**src/rtl/showdown_pkg.sv**
```systemverilog
// Shared widths, hand-category encodings and FSM state type for the showdown judge.
package showdown_pkg;
    localparam int LEVEL_W = 3;
    localparam int RANK_W  = 4;

    typedef enum logic [LEVEL_W-1:0] {
        HIGH_CARD  = 3'd0,
        ONE_PAIR   = 3'd1,
        TWO_PAIR   = 3'd2,
        THREE_KIND = 3'd3,
        STRAIGHT   = 3'd4,
        FLUSH      = 3'd5,
        FULL_HOUSE = 3'd6,
        FOUR_KIND  = 3'd7
    } level_e;

    typedef enum logic [1:0] {
        S_IDLE,
        S_COLLECT,
        S_REPORT
    } state_e;
endpackage

```
**src/rtl/hand_compare.sv**
```systemverilog
// Combinational hand comparator; {level, kickers} packed MSB-first so a plain
// unsigned compare is the lexicographic hand order.
module hand_compare #(
    parameter int W = 19
) (
    input  logic [W-1:0] a,
    input  logic [W-1:0] b,
    output logic         gt,
    output logic         eq
);
    assign gt = (a > b);
    assign eq = (a == b);
endmodule

```
**src/rtl/showdown_judge.sv**
```systemverilog
// Streams one hand record per seat, tracks the best hand and the set of seats
// tied on it, and reports the winners one cycle after the last seat arrives.
module showdown_judge
    import showdown_pkg::*;
#(
    parameter int NUM_PLAYERS = 4,
    parameter int NUM_KICKERS = 4
) (
    input  logic                          clk,
    input  logic                          rst_n,
    input  logic                          start,
    input  logic                          in_valid,
    output logic                          in_ready,
    input  logic                          in_fold,
    input  logic [LEVEL_W-1:0]            in_level,
    input  logic [RANK_W*NUM_KICKERS-1:0] in_kickers,
    output logic                          busy,
    output logic                          done,
    output logic [NUM_PLAYERS-1:0]        winner_mask,
    output logic [LEVEL_W-1:0]            best_level,
    output logic                          split,
    output logic                          no_winner
);
    localparam int HAND_W = LEVEL_W + RANK_W * NUM_KICKERS;
    localparam int SEAT_W = $clog2(NUM_PLAYERS);

    state_e                 state_q, state_d;
    logic [SEAT_W-1:0]      seat_q, seat_d;
    logic                   best_vld_q, best_vld_d;
    logic [HAND_W-1:0]      best_q, best_d;
    logic [NUM_PLAYERS-1:0] mask_q, mask_d;
    logic [NUM_PLAYERS-1:0] win_mask_q, win_mask_d;
    logic [LEVEL_W-1:0]     best_level_q, best_level_d;
    logic                   split_q, split_d;
    logic                   no_winner_q, no_winner_d;

    logic [HAND_W-1:0]      new_hand;
    logic [NUM_PLAYERS-1:0] seat_oh;
    logic                   cmp_gt, cmp_eq, accept, last_seat;

    assign new_hand  = {in_level, in_kickers};
    assign seat_oh   = {{(NUM_PLAYERS-1){1'b0}}, 1'b1} << seat_q;
    assign in_ready  = (state_q == S_COLLECT);
    assign accept    = in_valid & in_ready;
    assign last_seat = (seat_q == SEAT_W'(NUM_PLAYERS - 1));

    hand_compare #(.W(HAND_W)) u_cmp (
        .a  (new_hand),
        .b  (best_q),
        .gt (cmp_gt),
        .eq (cmp_eq)
    );

    always_comb begin
        state_d      = state_q;
        seat_d       = seat_q;
        best_vld_d   = best_vld_q;
        best_d       = best_q;
        mask_d       = mask_q;
        win_mask_d   = win_mask_q;
        best_level_d = best_level_q;
        split_d      = split_q;
        no_winner_d  = no_winner_q;
        case (state_q)
            S_IDLE: begin
                if (start) begin
                    state_d      = S_COLLECT;
                    seat_d       = '0;
                    best_vld_d   = 1'b0;
                    best_d       = '0;
                    mask_d       = '0;
                    win_mask_d   = '0;
                    best_level_d = '0;
                    split_d      = 1'b0;
                    no_winner_d  = 1'b0;
                end
            end
            S_COLLECT: begin
                if (accept) begin
                    seat_d = seat_q + SEAT_W'(1);
                    if (!in_fold) begin
                        // First live hand always takes the lead regardless of compare.
                        if (!best_vld_q || cmp_gt) begin
                            best_d     = new_hand;
                            mask_d     = seat_oh;
                            best_vld_d = 1'b1;
                        end else if (cmp_eq) begin
                            mask_d = mask_q | seat_oh;
                        end
                    end
                    if (last_seat) begin
                        state_d      = S_REPORT;
                        win_mask_d   = mask_d;
                        best_level_d = best_vld_d ? best_d[HAND_W-1 -: LEVEL_W] : '0;
                        split_d      = |(mask_d & (mask_d - NUM_PLAYERS'(1)));
                        no_winner_d  = !best_vld_d;
                    end
                end
            end
            S_REPORT: state_d = S_IDLE;
            default:  state_d = S_IDLE;
        endcase
    end

    always_ff @(posedge clk or negedge rst_n) begin
        if (!rst_n) begin
            state_q      <= S_IDLE;
            seat_q       <= '0;
            best_vld_q   <= 1'b0;
            best_q       <= '0;
            mask_q       <= '0;
            win_mask_q   <= '0;
            best_level_q <= '0;
            split_q      <= 1'b0;
            no_winner_q  <= 1'b0;
        end else begin
            state_q      <= state_d;
            seat_q       <= seat_d;
            best_vld_q   <= best_vld_d;
            best_q       <= best_d;
            mask_q       <= mask_d;
            win_mask_q   <= win_mask_d;
            best_level_q <= best_level_d;
            split_q      <= split_d;
            no_winner_q  <= no_winner_d;
        end
    end

    assign busy        = (state_q != S_IDLE);
    assign done        = (state_q == S_REPORT);
    assign winner_mask = win_mask_q;
    assign best_level  = best_level_q;
    assign split       = split_q;
    assign no_winner   = no_winner_q;
endmodule
```
**config.mk**
```make
export PLATFORM = sky130hd
export DESIGN_NAME = showdown_judge
export DESIGN_NICKNAME = d
export VERILOG_FILES = /design/src/rtl/showdown_pkg.sv /design/src/rtl/hand_compare.sv /design/src/rtl/showdown_judge.sv
export SDC_FILE = /design/constraint.sdc
export NUM_CORES = 1
export LEC_CHECK = 0
export ABC_AREA = 1
export BUFFER_PORTS_ARGS = -buffer_cell sky130_fd_sc_hd__buf_2
export CAP_MARGIN = 20
export CORE_ASPECT_RATIO = 1.1
export CORE_MARGIN = 8
export CORE_UTILIZATION = 44
export CTS_CLUSTER_DIAMETER = 150
export DETAILED_ROUTE_END_ITERATION = 10
export PLACE_DENSITY_LB_ADDON = 0.1
export SLEW_MARGIN = 40
export SYNTH_ARGS = -nofsm -noshare
export SYNTH_HDL_FRONTEND = slang
export SYNTH_SLANG_ARGS = --single-unit
```
**constraint.sdc**
```tcl
create_clock -name clk -period 2.03 [get_ports clk]
set_input_delay 0.406 -clock clk [delete_from_list [all_inputs] [get_ports clk]]
set_output_delay 0.406 -clock clk [all_outputs]
set_load 0.02 [all_outputs]
```
==> flow_summary_export.csv, run 1 <==
group,metric,value,unit
timing,clock_skew,0.00516,ns
floorplanning,core,5030,µm²
clock_tree,cts_htree_levels,2,
synthesis,synth_area,2310,µm²
drt,via_per_inst,4.94,
clock_tree,clk_pin_slew_worst_paths,0.08,ns
clock_tree,cts_hold_buf,0,
cells_and_area,area_delta_synth_final,36.6,%
pwr,vdd.ir_drop.worst,0.613,mV
global_route,globalRouteMet3Util,3.93,%
timing,timing_hold_violations_final,0,
timing,slew_headroom,66.8,%
synthesis,ys_seq_area_share,40.1,%
global_route,grt_usage,15.1,%
placement,place_inst,384,
timing,setup_viol,17,
synthesis,synthArstFlopShare,100,%
placement,gp_congestion,0.838,
global_route,grt_pass1_vias,2077,
drt,wire_per_inst,13.6,µm
clock_tree,numCtsBuffers,5,
timing,period_needed,2.10,ns
placement,port_buffers,35,
floorplanning,die_height,92.0,µm
placement,post-place-ws,-0.234,ns
clock_tree,cts_tree,"done",
run_status,status,"finished, violations left",
clock_tree,root_buffer,"clkbuf_8",
cells_and_area,postLayoutCellArea,3150,µm²
drt,final_antenna_net_count,0,
worst_setup_path,arrival,2.32,ns
synthesis,syn-instance-count,273,
floorplanning,num_rows,27,
pwr,p_leak,0.00154,µW
cells_and_area,drive_above_1_share,46.5,%
run_status,violations,"setup timing",
synthesis,syn_avg_cell_area,8.46,µm²
clock_tree,insertion_delay,0.29,ns
drt,drt_iter0_markers,41,
synthesis,syn-num-nets,320,
global_route,antenna_found_initial,0,
synthesis,synth.ff_latch_count,37,
global_route,grt.busiest_layer,"met2",
floorplanning,dieWidth,85.1,µm
clock_tree,cts_buffer_depth,2,
drt,wl,5410,µm
drt,drc,0,
worst_setup_path,cp.required,2.25,ns
clock_tree,clock-sinks,37,
floorplanning,dieArea,7830,µm²
floorplanning,pin_count,36,
drt,drtPass1Iterations,4,
synthesis,ys_types,27,
synthesis,synth-warning-count,0,
drt,via_count,1968,
hold_path,min_path_type,"in2async",
global_route,grt_pass1_wl,9550,µm
flow_run,drv_cap,0,
synthesis,ys.flop_type,"dfrtp_1",
global_route,grt_overflow,0,
timing,tns,-0.721,ns
timing,holdWs,0.156,ns
timing,grt_setup_unrepaired,"yes",
pwr,cellPowerDensity,1200,nW/µm²
global_route,grt_use_met2,27.1,%
worst_setup_path,startpoint_type,"flop",
placement,place_area,2730,µm²
worst_setup_path,crit_path_end_kind,"flop",
placement,post-dp-hpwl,3760,µm
timing,worst_pin_slew,0.497,ns
cells_and_area,antenna_cells,0,
cells_and_area,final.fill_count,452,
cells_and_area,stdcell_count,398,
worst_setup_path,crit_type,"reg2reg",
timing,clock.fmax,0.477,GHz
timing,fin_crit_sh,103,%
cells_and_area,nets,386,
floorplanning,start_util,45.9,%
synthesis,synth_edf_count,0,
global_route,grt_use_met1,16.9,%
cells_and_area,seq_area,926,µm²
timing,setup_ws,-0.0655,ns
cells_and_area,multi_input_area,1430,µm²
timing,slew_viol_final,0,
global_route,grt_max_degree,38,
worst_setup_path,cp_max_fo,8,
==> logic make-up after synthesis <==
logic type,Yosys count,share of synthesized area [%]
compound gates,49,13.2
fa+ha+maj,23,12.5
buf+inv,51,9.48
flops,37,40.1
simple gates,113,24.8
==> routing by layer <==
layer  vias up  wire (µm)  share of wire, %
met3         8        210               3.9
met5         -          0                 0
li1       1006          -                 -
met4         0         80               1.5
met1       928       2290                42
met2        26       2830                52
==> final timing paths <==
path	start	to	slack, ns	cells after the start
setup / recovery	best_q[18]$_DFFE_PN0P_	best_q[10]$_DFFE_PN0P_	-0.07	16
hold / removal	rst_n	best_q[9]$_DFFE_PN0P_	0.16	2
setup reg to reg	best_q[18]$_DFFE_PN0P_	best_q[10]$_DFFE_PN0P_	-0.07	16
hold reg to reg	winner_mask[3]$_DFFE_PN0P_	winner_mask[3]$_DFFE_PN0P_	0.49	2
max in group asynchronous	rst_n	best_q[16]$_DFFE_PN0P_	1.52	2
min in group clk	in_kickers[11]	best_q[11]$_DFFE_PN0P_	0.38	3
==> state kept, by name, indices dropped and copies added, names as in the netlist <==
register	cells
best_level	3
best_q	19
seat_q	2
split	1
best_vld_q	1
winner_mask	4
state_q	2
no_winner	1
mask_q	4
==> cell type report <==
class,instances,share of cell area (%)
multi-input cells,185,45.2
clock inverters,1,0.159
well taps,58,2.30
clock buffers,7,3.05
inverters,44,5.24
flip-flops and latches,37,29.4
repair buffers,66,14.7
==> critical path, stage by stage (launching register included) <==
cell       delay (ns)
dfrtp_1          0.35
inv_2            0.05
ha_4             0.28
nand2_4          0.06
nor2_4           0.10
nand2_2          0.08
nor2_4           0.12
nand3b_1         0.10
nand3_2          0.07
nand2_2          0.06
nand2_2          0.07
nand2_4          0.08
buf_12           0.14
nor2_4           0.15
clkbuf_16        0.20
nand3_2          0.08
o21ai_2          0.06
==> stage by stage <==
step	util, %	power (µW)
detailed placement	54.2	2820
global route	62.7	4130
floorplan	-	2280
CTS	60.4	3670
global placement	54.2	2790
finish	62.7	3790
==> cells in the mapped netlist, types with 4 or more instances <==
| master | n | area, µm² |
|---|---|---|
| o21ai_0 | 26 | 130 |
| nand3_2 | 6 | 60.1 |
| nand2_1 | 57 | 214 |
| nor2_4 | 4 | 45.0 |
| nand3_1 | 15 | 75.1 |
| nor2_1 | 12 | 45.0 |
| a21oi_1 | 7 | 35.0 |
| nand2_2 | 9 | 56.3 |
| ha_1 | 23 | 288 |
| dfrtp_1 | 37 | 926 |
| o21ai_2 | 10 | 87.6 |
| inv_1 | 43 | 161 |
==> cell usage in the layout (no fill, tap or decap), drive strengths merged <==
cell type	netlist	routed
nand2	69	69
buf	6	65
inv	44	44
dfrtp	37	37
o21ai	36	36
ha	23	23
nand3	21	21
nor2	18	18
clkbuf	1	8
a21oi	8	8
o22ai	3	3
nand4	2	2
a21o	1	1
nand3b	1	1
nor3	1	1
or2	1	1
a22o	1	1
clkinv	0	1
==> where the power goes <==
part / internal (µW) / total (µW) / switching [µW]
logic: 881 / 2120 / 1240
clock network: 307 / 576 / 269
registers: 957 / 1090 / 136
total: 2150 / 3790 / 1640
==> repair_timing <==
| item | 4_1_cts | 5_1_grt |
|---|---|---|
| gates resized for setup | 37 | 37 |
| buffers inserted | 3 | 2 |
| endpoints found under the hold margin | 0 | 0 |
| endpoints found under the setup margin | 28 | 31 |
| cloned | 1 | 0 |
| pin swaps | 19 | 16 |
Power figures use the tool's default switching activity.
==> inputs of run 2 (changes only) <==
SKIP_CTS_REPAIR_TIMING = 1   (was not set)
==> run 2 against run 1 <==
  * Die area unchanged
  * Total power is 4.3% higher
  * Critical path type unchanged
  * Critical endpoint is now best_q[1]$_DFFE_PN0P_
  * Combinational power is 7% higher
  * First-iteration DRC count rose by 32%
  * Clock skew up 0.0023 ns
  * Sequential power barely moved
  * Wire length fell by 1.6%
  * Largest cell class unchanged
  * Critical path depth did not move
  * The run still ends with setup timing left
  * Final cell count grew 0.75%
  * Highest routed layer unchanged
==> flow_summary_export.csv, run 2 (synthesis results as in run 1) <==
group,metric,value,unit
worst_setup_path,crit_path_end_kind,"flop",
flow_run,drv_cap,0,
cells_and_area,drive_above_1_share,53.1,%
floorplanning,die_height,92.0,µm
pwr,cellPowerDensity,1200,nW/µm²
clock_tree,cts_tree,"done",
cells_and_area,final.fill_count,425,
placement,gp_congestion,0.838,
cells_and_area,layout_common_cells,"nand2_1, dfrtp_1, buf_2, inv_1, buf_4",
floorplanning,dieArea,7830,µm²
pwr,p_leak,0.00160,µW
worst_setup_path,startpoint,"best_q[18]$_DFFE_PN0P_",
cells_and_area,largest_reg_flops,19,
timing,clock_skew,0.00741,ns
worst_setup_path,r2r_slack,-0.09,ns
drt,wire_per_inst,13.3,µm
timing,worst_pin_slew,0.499,ns
clock_tree,cts_buffer_depth,2,
global_route,grt_pass1_vias,1980,
worst_setup_path,timing.rr.start,"best_q[18]$_DFFE_PN0P_",
cells_and_area,area_delta_synth_final,43.1,%
worst_setup_path,cp.buffers_inverters,3,
worst_setup_path,r2r_cells,16,
floorplanning,dieWidth,85.1,µm
drt,wl,5320,µm
global_route,grt_max_degree,38,
clock_tree,cts_htree_levels,2,
cells_and_area,final_util,65.6,%
worst_setup_path,crit_type,"reg2reg",
cells_and_area,mostFrequentLayoutCell,"nand2_1",
drt,drtPass1Iterations,4,
worst_setup_path,crit_family,"simple AND/OR/NAND/NOR gates",
worst_setup_path,crit_cells,16,
global_route,grt_pass1_wl,8700,µm
run_status,status,"finished, violations left",
timing,setup_ws,-0.0937,ns
drt,via_count,1957,
global_route,grt_usage,13.7,%
pwr,fin_total_pwr,3950,µW
worst_setup_path,cp.required,2.25,ns
clock_tree,root_buffer,"clkbuf_8",
cells_and_area,regMostFlops,"best_q",
drt,drc,0,
timing,grt_setup_unrepaired,"yes",
worst_setup_path,arrival,2.34,ns
clock_tree,clock-sinks,37,
timing,fin_crit_sh,105,%
cells_and_area,antenna_cells,0,
floorplanning,start_util,45.9,%
cells_and_area,multi_input_area,1550,µm²
cells_and_area,nets,389,
clock_tree,numCtsBuffers,5,
drt,via_per_inst,4.88,
worst_setup_path,critPathSlowestCell,"dfrtp_1",
worst_setup_path,cp-endpoint,"best_q[1]$_DFFE_PN0P_",
placement,post-dp-hpwl,3760,µm
worst_setup_path,timing.rr.end,"best_q[1]$_DFFE_PN0P_",
worst_setup_path,path_cells,"inv_2 > ha_4 > nand2_4 > nor2_4 > nand2_2 > nor2_4 > nand3b_1 > nand3_2 > nand2_2 > nand2_2 > nand2_4 > buf_12 > nor2_4 > clkbuf_16 > nand3_2 > o21ai_2",
timing,slew_viol_final,0,
timing,slew_headroom,66.7,%
cells_and_area,seq_area,927,µm²
worst_setup_path,startpoint_type,"flop",
drt,drt_iter0_markers,54,
placement,port_buffers,35,
timing,clock.fmax,0.471,GHz
hold_path,min_path_type,"in2async",
timing,timing_hold_violations_final,0,
global_route,antenna_found_initial,0,
timing,period_needed,2.12,ns
run_status,violations,"setup timing",
drt,final_antenna_net_count,0,
floorplanning,pin_count,36,
clock_tree,clk_pin_slew_worst_paths,0.08,ns
timing,setup_viol,17,
pwr,vdd.ir_drop.worst,0.655,mV
global_route,grt_overflow,0,
worst_setup_path,cpPeakStageDelay,0.35,ns
floorplanning,core,5030,µm²
worst_setup_path,cp_max_fo,8,
floorplanning,num_rows,27,
clock_tree,insertion_delay,0.29,ns
==> run 2: changes by cell type in the layout (fill, tap and decap cells not counted), moves of 5 or more <==
cell,delta
ha_1,-5
o21ai_2,+5
nand2_1,-7
ha_4,+5
o21ai_1,-6
nand2_4,+7
==> run 2: power by group <==
part           internal (µW)  total, µW  switching (µW)
logic                    966       2270            1300
registers                959       1110             148
clock network            307        576             268
total                   2230       3950            1720
==> run 2: cell type report <==
cell class	instances	area share, %
clock inverters	1	0.151
flip-flops and latches	37	28.1
clock buffers	7	2.92
well taps	58	2.20
multi-input cells	185	46.9
inverters	44	5.00
repair buffers	69	14.8
==> run 2: worst min-delay path by stage <==
stage,to,startpoint,slack [ns],cells past startpoint
finish,best_q[9]$_DFFE_PN0P_,rst_n,0.15,2
global route,best_q[9]$_DFFE_PN0P_,rst_n,0.19,2
CTS,best_q[9]$_DFFE_PN0P_,rst_n,0.17,2
detailed placement,split$_DFFE_PN0P_,split$_DFFE_PN0P_,0.47,2
global placement,split$_DFFE_PN0P_,split$_DFFE_PN0P_,0.47,2
floorplan,best_level[0]$_DFFE_PN0P_,rst_n,0.11,0
==> run 2: per-layer routing <==
metal	wire (µm)	vias up	track usage, %
met5	0	-	0
met4	62	0	4.46
met3	195	6	3.84
met2	2810	22	24.2
met1	2260	911	15.4
li1	-	1018	-
==> run 2: metrics by stage <==
stage / area [µm²] / cells / hold slack [ns] / TNS [ns] / worst slack (ns)
detailed placement: 2730 / 384 / 0.474 / -5.73 / -0.234
global route: 3300 / 401 / 0.187 / -4.39 / -0.227
CTS: 2830 / 392 / 0.171 / -1.57 / -0.0940
finish: 3300 / 401 / 0.150 / -1.16 / -0.0937
floorplan: 2310 / 273 / 0.110 / 0 / 0.0657
global placement: 2730 / 384 / 0.469 / -5.61 / -0.228
